<file path="src/rtl/keypad_scanner_pkg.sv">
// Shared constants, types and helpers for the 4x3 keypad scanner.
package keypad_scanner_pkg;

  localparam int NUM_ROWS = 4;
  localparam int NUM_COLS = 3;
  localparam int NUM_POS  = NUM_ROWS * NUM_COLS;
  localparam int KEY_W    = 10;

  // Marker for matrix positions that never report a digit (* and #).
  localparam logic [3:0] KEY_IGN = 4'hF;

  // Position -> digit table, position = col*NUM_ROWS + row.
  // Written highest position first: col2 {#,9,6,3}, col1 {0,8,5,2}, col0 {*,7,4,1}.
  localparam logic [NUM_POS-1:0][3:0] KEY_MAP = {
    KEY_IGN, 4'd9, 4'd6, 4'd3,
    4'd0,    4'd8, 4'd5, 4'd2,
    KEY_IGN, 4'd7, 4'd4, 4'd1
  };

  typedef logic [KEY_W-1:0]   key_t;
  typedef logic [NUM_POS-1:0] snap_t;

  typedef enum logic [1:0] {
    KEYS_NONE,
    KEYS_ONE,
    KEYS_MULTI
  } key_class_e;

  // Fold a raw 12-position snapshot into the 10-bit digit vector.
  function automatic key_t map_keys(input snap_t snap);
    key_t k;
    k = '0;
    for (int p = 0; p < NUM_POS; p++) begin
      if (snap[p] && (KEY_MAP[p] != KEY_IGN)) k[KEY_MAP[p]] = 1'b1;
    end
    return k;
  endfunction

  // Popcount reduced to the three cases the commit logic cares about.
  function automatic key_class_e classify(input key_t k);
    int n;
    n = 0;
    for (int i = 0; i < KEY_W; i++) begin
      if (k[i]) n++;
    end
    if (n == 0) return KEYS_NONE;
    if (n == 1) return KEYS_ONE;
    return KEYS_MULTI;
  endfunction

endpackage

</file>
<file path="src/rtl/keypad_debounce.sv">
// Whole-scan debouncer: compares each completed scan's candidate with the
// previous one, commits after DEBOUNCE_SCANS identical scans and produces
// the key_valid pulse and multi_key level.
module keypad_debounce
  import keypad_scanner_pkg::*;
#(
  parameter int DEBOUNCE_SCANS = 4
) (
  input  logic       clk,
  input  logic       rst,
  input  logic       freeze,
  input  logic       scan_done,
  input  key_t       cand,
  output key_t       keypad,
  output logic       key_valid,
  output logic       multi_key
);

  localparam int SW = $clog2(DEBOUNCE_SCANS + 1);
  typedef logic [SW-1:0] stab_t;
  localparam stab_t STAB_MAX = stab_t'(DEBOUNCE_SCANS);

  stab_t      stable;
  stab_t      stable_nxt;
  key_t       prev;
  logic       pend;
  key_class_e cls;

  assign cls = classify(cand);

  // Next stable count: grow (saturating) on a repeat, restart at 1 on change.
  always_comb begin
    stable_nxt = stab_t'(1);
    if (cand == prev) begin
      stable_nxt = (stable == STAB_MAX) ? STAB_MAX : stable + stab_t'(1);
    end
  end

  // Debounce state, committed outputs, and the one-cycle-delayed valid pulse.
  always_ff @(posedge clk or negedge rst) begin
    if (!rst) begin
      stable    <= '0;
      prev      <= '0;
      pend      <= 1'b0;
      keypad    <= '0;
      key_valid <= 1'b0;
      multi_key <= 1'b0;
    end else if (freeze) begin
      // Forcing stable to 0 means a full debounce is needed after resume.
      stable    <= '0;
      pend      <= 1'b0;
      key_valid <= 1'b0;
    end else begin
      key_valid <= pend;
      pend      <= 1'b0;
      if (scan_done) begin
        stable <= stable_nxt;
        prev   <= cand;
        if (stable_nxt == STAB_MAX) begin
          case (cls)
            KEYS_ONE: begin
              keypad    <= cand;
              multi_key <= 1'b0;
              pend      <= (cand != keypad);
            end
            KEYS_MULTI: begin
              keypad    <= '0;
              multi_key <= 1'b1;
            end
            default: begin
              keypad    <= '0;
              multi_key <= 1'b0;
            end
          endcase
        end
      end
    end
  end

endmodule

</file>
<file path="src/rtl/keypad_scanner.sv">
// 4x3 membrane keypad scanner: drives one column low at a time, samples the
// rows on the last dwell cycle, assembles a full-matrix snapshot and hands
// each completed scan to the debouncer.
module keypad_scanner
  import keypad_scanner_pkg::*;
#(
  parameter int SCAN_DIV       = 1000,
  parameter int DEBOUNCE_SCANS = 4
) (
  input  logic                clk,
  input  logic                rst,
  input  logic                enablen,
  input  logic [NUM_ROWS-1:0] rows_n,
  output logic [NUM_COLS-1:0] cols_n,
  output logic [KEY_W-1:0]    keypad,
  output logic                key_valid,
  output logic                multi_key
);

  localparam int             CW       = $clog2(SCAN_DIV);
  localparam logic [CW-1:0]  CNT_LAST = CW'(SCAN_DIV - 1);
  localparam logic [1:0]     COL_LAST = 2'(NUM_COLS - 1);

  logic [CW-1:0] cnt;
  logic [1:0]    col;
  snap_t         snap;
  snap_t         snap_now;
  logic          last;
  logic          scan_done;
  key_t          cand;

  assign last = (cnt == CNT_LAST);

  // Column drive: one line low while scanning, all released while disabled.
  always_comb begin
    cols_n = '1;
    if (!enablen) cols_n[col] = 1'b0;
  end

  // Snapshot with the current column's rows merged in, so the map sees the
  // column-2 sample on the same edge it is captured.
  always_comb begin
    snap_now = snap;
    snap_now[col*NUM_ROWS +: NUM_ROWS] = ~rows_n;
  end

  // Dwell counter, column pointer, snapshot capture and scan-complete strobe.
  always_ff @(posedge clk or negedge rst) begin
    if (!rst) begin
      cnt       <= '0;
      col       <= '0;
      snap      <= '0;
      scan_done <= 1'b0;
      cand      <= '0;
    end else if (enablen) begin
      // Parked at column 0 so scanning resumes with a clean first column.
      cnt       <= '0;
      col       <= '0;
      scan_done <= 1'b0;
    end else begin
      scan_done <= 1'b0;
      if (last) begin
        cnt  <= '0;
        snap <= snap_now;
        if (col == COL_LAST) begin
          col       <= '0;
          scan_done <= 1'b1;
          cand      <= map_keys(snap_now);
        end else begin
          col <= col + 2'd1;
        end
      end else begin
        cnt <= cnt + CW'(1);
      end
    end
  end

  keypad_debounce #(
    .DEBOUNCE_SCANS(DEBOUNCE_SCANS)
  ) u_debounce (
    .clk      (clk),
    .rst      (rst),
    .freeze   (enablen),
    .scan_done(scan_done),
    .cand     (cand),
    .keypad   (keypad),
    .key_valid(key_valid),
    .multi_key(multi_key)
  );

endmodule

</file>
<file path="config.mk">
export PLATFORM = sky130hd
export DESIGN_NAME = keypad_scanner
export DESIGN_NICKNAME = d
export VERILOG_FILES = /design/src/rtl/keypad_scanner_pkg.sv /design/src/rtl/keypad_debounce.sv /design/src/rtl/keypad_scanner.sv
export SDC_FILE = /design/constraint.sdc
export NUM_CORES = 1
export LEC_CHECK = 0
export ABC_AREA = 1
export BUFFER_PORTS_ARGS = -buffer_cell sky130_fd_sc_hd__buf_2
export CORE_ASPECT_RATIO = 1.5
export CORE_UTILIZATION = 55
export CTS_CLUSTER_DIAMETER = 40
export DETAILED_ROUTE_END_ITERATION = 8
export PLACE_DENSITY_LB_ADDON = 0.05
export SETUP_SLACK_MARGIN = 0.15
export SYNTH_ARGS = -nofsm -noshare
export SYNTH_HDL_FRONTEND = slang
export SYNTH_SLANG_ARGS = --single-unit
</file>
<file path="constraint.sdc">
create_clock -name clk -period 5.2 [get_ports clk]
set_input_delay 0.78 -clock clk [delete_from_list [all_inputs] [get_ports clk]]
set_output_delay 0.78 -clock clk [all_outputs]
set_load 0.1 [all_outputs]
</file>
==> key figures, run 1 <==
Pwr
  • Leak Pwr: 2.20 nW
  • Sw Share: 0.291
  • Pint: 0.812 mW
  • Combinational share of power: 0.203
  • Share of power burned in registers: 0.422
  • Clock share of power: 0.375
  • Worst IR drop on VDD: 0.000239 V
  • Power Dens Cells: 269 nW/µm²
  • Net Sw Power: 0.334 mW

Synthesis
  • Post-synth EDFFs: 0
  • Commonest cells in the netlist: 153 x nand2_1, 71 x inv_1, 59 x dfrtp_1
  • Yosys reg bits: 59
  • Count of cell types in the netlist: 33
  • Post-synthesis cell area: 3730 µm²
  • Ys flop type: dfrtp_1
  • Synth top area share: 0.396
  • Net count after synthesis: 543
  • Area leader, netlist: dfrtp_1
  • Seq/Total Area, Yosys: 0.396
  • Most frequent cell after synthesis: nand2_1
  • Ranking of synthesized cells by area: dfrtp_1 40%, nand2_1 15%, inv_1 7.1%
  • Async S/R FF share, synth: 1.00
  • Post-Synthesis Cells: 520
  • Mean Syn Cell Area: 7.18 µm²
  • Warnings, synthesis: 0

Setup path
  • Most common cell on crit path: nand2_1
  • CP Capture Type: register
  • CP Launch Type: register
  • Reg-to-reg endpoint: u_debounce.pend$_DFF_PN0_
  • Worst R2R Path Depth: 34
  • Reg2reg setup slack: 0.47 ns
  • R2R Path Start: cand[0]$_DFFE_PN0P_
  • CP max-delay cell: dfrtp_1
  • CP endpoint: u_debounce.pend$_DFF_PN0_
  • WS Path Type: reg -> reg
  • CP Launch Point: cand[0]$_DFFE_PN0P_
  • CP max FO: 6
  • Arrival time at the worst endpoint: 5.00 ns
  • CP max stage delay: 0.40 ns
  • Critical path required time: 5.47 ns

Floorplanning
  • Die Footprint: 7120 µm²
  • Starting Density: 0.571
  • Die X-Extent: 69.3 µm
  • I/O pin cnt: 22
  • Row count: 36
  • Core area: 6530 µm²
  • Die Span Y: 103 µm

STA
  • Rel. slew slack: 0.502
  • Final Hold Fails: 0
  • Clock Skew: 0.00918 ns
  • Post-layout min period: 4.73 ns
  • Final Max Slew Viols: 0
  • RSZ-0062 raised after global routing: false
  • Least-Margin Pin Slew: 0.745 ns
  • Hold slack: 0.470 ns
  • Final Cycle Share: 0.909
  • Fmax: 211 MHz
  • Setup violators final: 0
  • Setup_tns: 0 ns

Cells and area
  • Layout area overhead: 14.1%
  • Diode count: 0
  • Filler Cell Count: 575
  • Post-Layout Cell Count: 627
  • Share of cells above drive strength 1: 0.192
  • Final core area utilization: 0.652
  • Nets: 571

Drt
  • Post-route ant nets: 0
  • Final wirelength: 8850 µm
  • DRC: 0
  • Per-cell routed wire length: 14.1 µm
  • Vias per cell: 5.33
  • Initial detailed-routing violation count: 123
  • Vias post-DR: 3,341
  • 1st-pass router iterations: 4

Global route
  • Largest net degree at the start of global routing: 60
  • Initial antenna violation count: 0
  • Vias in the first global route: 3,293
  • First-pass GRT wire length: 14,500 µm
  • GRT Resource Usage Total: 0.265
  • Remaining Overflow, GRT: 0

Place
  • HPWL Detailed: 6520 µm
  • Final Wtd Congestion: 0.850
  • Placed cell count: 611
  • I/O Buffers: 21

Status
  • Status: finished, final reports clean

Min path
  • Hold crit path type: reg -> reg

Clock network
  • Clock tree buffer depth: 2
  • CTS sink count: 59
  • CTS buffer count: 9
  • CTS H-tree depth: 3
  • Root cell of the clock tree: clkbuf_8
  • Worst-path clk slew: 0.06 ns
  • Clk_lat worst skew: 0.35 ns
  • CTS tree: done

Job
  • # Max-Cap Violations: 0
critical path: cells and delay by family, from the launching register on:
| family | cells | cell delay (ns) |
|---|---|---|
| compound gates | 2 | 0.25 |
| fa+ha+maj | 8 | 1.91 |
| buf+inv | 6 | 0.52 |
| flops | 1 | 0.40 |
| simple gates | 18 | 1.58 |
stage by stage:
step	setup slack [ns]	power, mW	cell area, µm²
2_1_floorplan	0.311	0.644	3730
3_3_place_gp	0.177	0.687	3920
3_5_place_dp	0.0788	0.692	3920
4_1_cts	0.151	1.13	4140
5_1_grt	0.160	1.21	4260
6_report	0.472	1.15	4260
registers in the layout, summed over array words and instances, names as in the netlist:
register              count
u_debounce.pend           1
u_debounce.keypad        10
snap                     10
cand                     10
u_debounce.multi_key      1
cnt                      10
u_debounce.key_valid      1
scan_done                 1
u_debounce.stable         3
u_debounce.prev          10
col                       2
how the worst min path moves through the flow:
stage | from | to | cells after the start | slack [ns]
final | cnt[0]$_DFF_PN0_ | cnt[0]$_DFF_PN0_ | 1 | 0.47
after global routing | cnt[0]$_DFF_PN0_ | cnt[0]$_DFF_PN0_ | 1 | 0.48
after global placement | cnt[0]$_DFF_PN0_ | cnt[0]$_DFF_PN0_ | 1 | 0.45
after detailed placement | cnt[0]$_DFF_PN0_ | cnt[0]$_DFF_PN0_ | 1 | 0.46
after floorplan | cnt[0]$_DFF_PN0_ | cnt[0]$_DFF_PN0_ | 1 | 0.43
after CTS | cnt[0]$_DFF_PN0_ | cnt[0]$_DFF_PN0_ | 1 | 0.47
cells in the final DEF (no fill, tap or decap), types with 2 or more instances in the layout:
cell type	count
buf_4	5
buf_2	21
inv_1	66
nand3_2	10
or2_2	10
o2111ai_1	4
nand2_2	19
a22oi_1	3
o21ai_0	30
o22ai_1	5
a21oi_1	4
xor2_1	7
buf_6	4
nor2_1	41
nor2_2	2
nor3_1	7
nand3_1	41
nand4_1	5
inv_2	11
xnor2_1	4
ha_4	5
nor4_1	3
nand2_1	148
dfrtp_1	59
ha_1	10
clkbuf_8	12
power groups by stage:
| stage | combinational, mW | sequential (mW) | clock (mW) |
|---|---|---|---|
| floorplan | 0.155 | 0.489 | 0 |
| global placement | 0.196 | 0.491 | 0 |
| detailed placement | 0.201 | 0.492 | 0 |
| CTS | 0.206 | 0.483 | 0.437 |
| global route | 0.269 | 0.485 | 0.456 |
| finish | 0.232 | 0.484 | 0.430 |
cells by family after synthesis:
logic type                 count (synthesis)  share of synthesized area
and+or+nand+nor                          292                      0.351
DFF                                       59                      0.396
xor gates and xnor gates                  11                     0.0258
adders and majority gates                 16                     0.0537
buffers and inverters                     91                     0.0956
AOI/OAI and AO/OA                         51                     0.0781
routing by layer:
layer,track usage,vias up,share of wire
li1,-,1695,-
met4,0.181,0,0.028
met1,0.273,1557,0.39
met5,0,-,0
met2,0.491,65,0.55
met3,0.0440,24,0.026
layout make-up:
type | instances | area, µm² | area share
Multi-Input combinational cell | 370 | 2000 | 0.471
Sequential cell | 59 | 1480 | 0.347
Clock inverter | 2 | 35.0 | 0.00823
Tap cell | 76 | 95.1 | 0.0223
Clock buffer | 12 | 165 | 0.0388
Inverter | 78 | 293 | 0.0688
Timing Repair Buffer | 30 | 188 | 0.0441
repair_timing:
item | CTS | global route
hold buffers | 0 | 0
gates resized for setup | 6 | 22
buffers inserted | 0 | 1
pin swaps | 1 | 16
gates cloned | 1 | 0
setup endpoints to repair | 12 | 12
No activity file was read; power rests on OpenSTA's default activity.
==> run 2, diff against run 1 <==
--- a/config.mk
+++ b/config.mk
@@ -5,7 +5,6 @@
 export SDC_FILE = /design/constraint.sdc
 export NUM_CORES = 1
 export LEC_CHECK = 0
-export ABC_AREA = 1
 export BUFFER_PORTS_ARGS = -buffer_cell sky130_fd_sc_hd__buf_2
 export CORE_ASPECT_RATIO = 1.5
 export CORE_UTILIZATION = 55
==> run 2 against run 1 <==
  * The run now ends with setup timing left
  * First-iteration DRC count is 9.8% higher
  * Count of clock-buffer cells in the layout is 7 lower
  * Critical endpoint is now u_debounce.keypad[7]$_DFFE_PN0P_
  * Largest cell class unchanged
  * Maximum frequency is 11% lower
  * Cell area is 5.2% higher
  * Power is 38% lower
  * Utilization is 3.4 points higher
  * Synthesized cell count is 22% lower
  * Worst setup slack worse by 0.60 ns
  * Register-to-register slack worse by 0.60 ns
  * Largest power group unchanged
==> key figures, run 2 <==
Status
  • Status: finished, violations left
  • Failing checks: setup timing

Global route
  • Remaining Overflow, GRT: 0
  • Largest net degree at the start of global routing: 57
  • Vias in the first global route: 2,907
  • First-pass GRT wire length: 13,300 µm
  • Initial antenna violation count: 0
  • GRT Resource Usage Total: 0.233

Place
  • HPWL Detailed: 5770 µm
  • Final Wtd Congestion: 0.899
  • I/O Buffers: 21
  • Placed cell count: 504
  • Pre-CTS setup slack: -0.0558 ns

Clock network
  • Root cell of the clock tree: clkbuf_8
  • CTS buffer count: 5
  • Worst-path clk slew: 0.10 ns
  • CTS tree: done
  • CTS H-tree depth: 2
  • Hold buffer count at CTS: 0
  • CTS sink count: 56
  • Clk_lat worst skew: 0.31 ns
  • Clock tree buffer depth: 2

STA
  • Final Hold Fails: 0
  • Setup violators final: 12
  • Setup_tns: -1.14 ns
  • Least-Margin Pin Slew: 0.722 ns
  • Rel. slew slack: 0.514
  • Final Max Slew Viols: 0
  • RSZ-0062 raised after global routing: true
  • Fmax: 188 MHz
  • Fin worst setup slack: -0.131 ns
  • Clock Skew: 0.0104 ns
  • Final Cycle Share: 1.03
  • Post-layout min period: 5.33 ns

Cells and area
  • Share of cells above drive strength 1: 0.269
  • Layout area overhead: 20.6%
  • Post-Layout Cell Count: 526
  • Nets: 472
  • Filler Cell Count: 527
  • Most common cell after layout, fill and taps aside: dfrtp_1
  • Most frequent cells in the layout: 56 x dfrtp_1, 49 x nand2_1, 31 x xnor2_1, 31 x nor2_1, 27 x buf_4
  • Diode count: 0

Setup path
  • CP Launch Type: register
  • Reg2reg setup slack: -0.13 ns
  • CP max FO: 8
  • Worst R2R Path Depth: 29
  • Critical path required time: 5.43 ns
  • Reg-to-reg endpoint: u_debounce.keypad[7]$_DFFE_PN0P_
  • WS Path Type: reg -> reg
  • R2R Path Start: cand[1]$_DFFE_PN0P_
  • Arrival time at the worst endpoint: 5.56 ns
  • Cell family with most CP delay: adder cells
  • Buf/Inv on CP: 6
  • CP max-delay cell: dfrtp_1
  • Worst path depth: 29
  • CP Capture Type: register
  • CP max stage delay: 0.42 ns

Synthesis
  • Count of cell types in the netlist: 58
  • Net count after synthesis: 428
  • Post-synth EDFFs: 0
  • Seq/Total Area, Yosys: 0.377
  • Yosys reg bits: 56
  • Area leader, netlist: dfrtp_1
  • Async S/R FF share, synth: 1.00
  • Warnings, synthesis: 0
  • Ys flop type: dfrtp_1
  • Mean Syn Cell Area: 9.17 µm²
  • Post-synthesis cell area: 3710 µm²
  • Post-Synthesis Cells: 405
  • Commonest cells in the netlist: 56 x dfrtp_1, 56 x nand2_1, 36 x xnor2_1
  • Ranking of synthesized cells by area: dfrtp_1 38%, xnor2_1 8.5%, nand2_1 5.7%
  • Synth top area share: 0.377

Drt
  • Initial detailed-routing violation count: 135
  • Vias post-DR: 2,945
  • DRC: 0
  • Per-cell routed wire length: 15.3 µm
  • Post-route ant nets: 0
  • Vias per cell: 5.60
  • 1st-pass router iterations: 4
  • Final wirelength: 8030 µm

Pwr
  • Total power: 0.707 mW
  • Worst IR drop on VDD: 0.000143 V
  • Power Dens Cells: 158 nW/µm²
  • Leak Pwr: 2.00 nW

Floorplanning
  • Core area: 6530 µm²
  • Die Footprint: 7090 µm²
  • I/O pin cnt: 22
  • Die X-Extent: 69.1 µm
  • Die Span Y: 103 µm
  • Row count: 36
  • Starting Density: 0.568

Min path
  • Hold crit path type: reg -> reg
  • Hold Path End: cnt[0]$_DFF_PN0_
  • Hold depth: 1
  • Worst hold start: cnt[0]$_DFF_PN0_

Job
  • # Max-Cap Violations: 0
[run 2: metrics by stage]
step / utilization / hold slack (ns) / area, µm²
global placement: 0.616 / 0.437 / 4030
floorplan: - / 0.425 / 3790
global route: 0.685 / 0.494 / 4480
CTS: 0.655 / 0.468 / 4280
finish: 0.685 / 0.463 / 4480
detailed placement: 0.616 / 0.453 / 4030
[run 2: routing by layer]
layer / wire length, µm / up-vias / track usage
met5: 0 / - / 0
met4: 129 / 0 / 0.0989
met3: 164 / 10 / 0.0264
met2: 4360 / 43 / 0.435
met1: 3380 / 1397 / 0.272
li1: - / 1495 / -
[run 2: area by class of cell]
| cell class | instances | area [µm²] | share of cell area |
|---|---|---|---|
| multi-input combinational | 311 | 2420 | 0.540 |
| sequential | 56 | 1400 | 0.313 |
| timing repair buffer | 55 | 394 | 0.0880 |
| tap | 76 | 95.1 | 0.0212 |
| inverter | 20 | 75.1 | 0.0168 |
| clock buffer | 5 | 68.8 | 0.0154 |
| clock inverter | 3 | 26.3 | 0.00587 |
[run 2: worst register-to-register path: cells and delay by family (launching register included)]
family | cells | cell delay, ns
muxes | 1 | 0.29
and+or+nand+nor | 7 | 0.57
buffers and inverters | 6 | 0.72
DFF | 1 | 0.42
AOI/OAI and AO/OA | 7 | 1.23
xor gates and xnor gates | 1 | 0.19
adders and majority gates | 7 | 1.85
[run 2: cell families after synthesis]
logic type	Yosys count	synth area share
buf+inv	38	0.0482
simple gates	150	0.197
compound gates	84	0.154
mux	8	0.0249
flops	56	0.377
xor+xnor	53	0.144
fa+ha+maj	16	0.0539
[run 2: report_power, final]
group | internal [mW] | switching (mW)
combinational | 0.00577 | 0.0175
sequential | 0.437 | 0.00153
clock | 0.0982 | 0.146
total | 0.541 | 0.165
[run 2: worst max-delay path by stage]
stage,endpoint,start
2_1_floorplan,u_debounce.multi_key$_DFFE_PN0P_,cand[0]$_DFFE_PN0P_
3_3_place_gp,u_debounce.pend$_DFF_PN0_,cand[0]$_DFFE_PN0P_
3_5_place_dp,u_debounce.keypad[7]$_DFFE_PN0P_,cand[0]$_DFFE_PN0P_
4_1_cts,u_debounce.keypad[0]$_DFFE_PN0P_,cand[0]$_DFFE_PN0P_
5_1_grt,u_debounce.keypad[3]$_DFFE_PN0P_,cand[1]$_DFFE_PN0P_
6_report,u_debounce.keypad[7]$_DFFE_PN0P_,cand[1]$_DFFE_PN0P_
[run 2: repair_timing]
action / CTS / global route
resized for setup: 15 / 32
cloned: 0 / 0
pin swaps: 16 / 30
setup buffers: 10 / 4
endpoints found under the setup margin: 12 / 12
==> run 3, diff against run 2 <==
--- a/config.mk
+++ b/config.mk
@@ -5,7 +5,8 @@
 export SDC_FILE = /design/constraint.sdc
 export NUM_CORES = 1
 export LEC_CHECK = 0
-export BUFFER_PORTS_ARGS = -buffer_cell sky130_fd_sc_hd__buf_2
+export ABC_AREA = 1
+export BUFFER_PORTS_ARGS = -buffer_cell sky130_fd_sc_hd__buf_4
 export CORE_ASPECT_RATIO = 1.5
 export CORE_UTILIZATION = 55
 export CTS_CLUSTER_DIAMETER = 40
==> run 3 against run 2 <==
  * The flow now finishes without violations
  * Critical path type unchanged
  * Flip-flop and latch count grew 3
  * Largest power group unchanged
  * Critical endpoint is now u_debounce.pend$_DFF_PN0_
  * Routed wire length is 11% higher
  * Via count increased by 15%
  * Highest routed layer unchanged
==> key figures, run 3 (synthesized netlist as in run 1, its figures left out) <==
Status
  • Status: finished, final reports clean

Global route
  • Initial antenna violation count: 0
  • Vias in the first global route: 3,285
  • Remaining Overflow, GRT: 0
  • Largest net degree at the start of global routing: 60
  • GRT Resource Usage Total: 0.268
  • First-pass GRT wire length: 14,700 µm

Drt
  • Vias per cell: 5.37
  • Initial detailed-routing violation count: 152
  • DRC: 0
  • Per-cell routed wire length: 14.1 µm
  • 1st-pass router iterations: 5
  • Final wirelength: 8920 µm
  • Post-route ant nets: 0
  • Vias post-DR: 3,391

STA
  • Fmax: 210 MHz
  • Rel. slew slack: 0.509
  • Final Cycle Share: 0.916
  • RSZ-0062 raised after global routing: false
  • Post-layout min period: 4.76 ns
  • Final Hold Fails: 0
  • Least-Margin Pin Slew: 0.736 ns
  • Clock Skew: 0.00882 ns
  • Hold slack: 0.476 ns
  • Setup_tns: 0 ns
  • Final Max Slew Viols: 0
  • Setup violators final: 0

Floorplanning
  • Row count: 36
  • Starting Density: 0.571
  • Die Span Y: 103 µm
  • Die Footprint: 7120 µm²
  • Die X-Extent: 69.3 µm
  • Core area: 6530 µm²
  • I/O pin cnt: 22

Clock network
  • Root cell of the clock tree: clkbuf_8
  • CTS tree: done
  • CTS buffer count: 9
  • Clock tree buffer depth: 2
  • CTS sink count: 59
  • Worst-path clk slew: 0.06 ns
  • Clk_lat worst skew: 0.34 ns
  • Hold buffer count at CTS: 0
  • CTS H-tree depth: 3

Setup path
  • Arrival time at the worst endpoint: 5.03 ns
  • Cell family with most CP delay: adder cells
  • Most common cell on crit path: nand2_1
  • CP max stage delay: 0.40 ns
  • CP max FO: 6
  • Buf/Inv on CP: 7
  • CP Launch Type: register
  • CP Launch Point: cand[0]$_DFFE_PN0P_
  • Critical path required time: 5.47 ns
  • WS Path Type: reg -> reg
  • CP Capture Type: register
  • CP max-delay cell: dfrtp_1
  • R2R Path Start: cand[0]$_DFFE_PN0P_

Cells and area
  • Share of cells above drive strength 1: 0.191
  • Filler Cell Count: 572
  • Nets: 573
  • Post-Layout Cell Count: 631
  • Most common cell after layout, fill and taps aside: nand2_1
  • Layout area overhead: 15.2%
  • Diode count: 0
  • Most frequent cells in the layout: 147 x nand2_1, 67 x inv_1, 59 x dfrtp_1

Place
  • Placed cell count: 611
  • I/O Buffers: 21
  • Final Wtd Congestion: 0.898
  • HPWL Detailed: 6530 µm

Pwr
  • Power Dens Cells: 263 nW/µm²
  • Worst IR drop on VDD: 0.000200 V
  • Leak Pwr: 2.21 nW

Min path
  • Hold crit path type: reg -> reg
  • Worst hold start: snap[4]$_DFFE_PN0P_

Job
  • # Max-Cap Violations: 0
run 3: cell count changes in the layout (fill, tap and decap cells not counted), sizes merged, moves of 13 or more:
cell / delta
o31ai: -14
xnor2: -33
inv: +56
nand2: +112
a21oi: -13
buf: -23
nand3: +37
run 3: tightest hold or removal path: stages (launching register included):
cell and delay, ns:
dfrtp_1 0.34, nand2_1 0.05, nand2_1 0.05
run 3: layer usage:
layer	track usage	wire [µm]	vias up
met5	0	0	-
met4	0.137	275	0
met3	0.0450	251	29
met2	0.498	4820	77
met1	0.294	3570	1583
li1	-	-	1702
run 3: metrics by stage:
stage / utilization / total power, mW / instance area, µm² / setup WS, ns
5_1_grt: 0.658 / 1.19 / 4300 / 0.129
3_5_place_dp: 0.608 / 0.693 / 3970 / 0.0902
2_1_floorplan: - / 0.644 / 3730 / 0.311
3_3_place_gp: 0.608 / 0.689 / 3970 / 0.176
4_1_cts: 0.643 / 1.10 / 4200 / 0.169
6_report: 0.658 / 1.13 / 4300 / 0.438
run 3: power breakdown:
group / total (mW) / switching, mW / internal, mW
combinational: 0.247 / 0.152 / 0.0946
clock: 0.399 / 0.174 / 0.225
sequential: 0.484 / 0.0115 / 0.472
total: 1.13 / 0.338 / 0.792
run 3: repair_timing:
item / in CTS / in global routing
pin swaps: 0 / 13
cloned: 1 / 0
resized for setup: 6 / 17
buffers inserted: 0 / 3
setup endpoints to repair: 12 / 12
run 3: area by class of cell:
class | instances | area, µm² | share of cell area
Inverter | 78 | 293 | 0.0681
Clock buffer | 15 | 186 | 0.0434
Multi-Input combinational cell | 370 | 1990 | 0.464
Timing Repair Buffer | 32 | 248 | 0.0577
Sequential cell | 59 | 1480 | 0.344
Clock inverter | 1 | 5.00 | 0.00116
Tap cell | 76 | 95.1 | 0.0221
run 3: path summary, 6_finish.rpt:
kind	end	slack [ns]	depth (start not counted)
worst max-delay path	u_debounce.pend$_DFF_PN0_	0.44	37
worst min-delay path	snap[4]$_DFFE_PN0P_	0.48	2
worst max register to register	u_debounce.pend$_DFF_PN0_	0.44	37
worst min register to register	snap[4]$_DFFE_PN0P_	0.48	2
max in group asynchronous	cand[9]$_DFFE_PN0P_	4.21	1
min in group asynchronous	cnt[8]$_DFF_PN0_	0.50	1
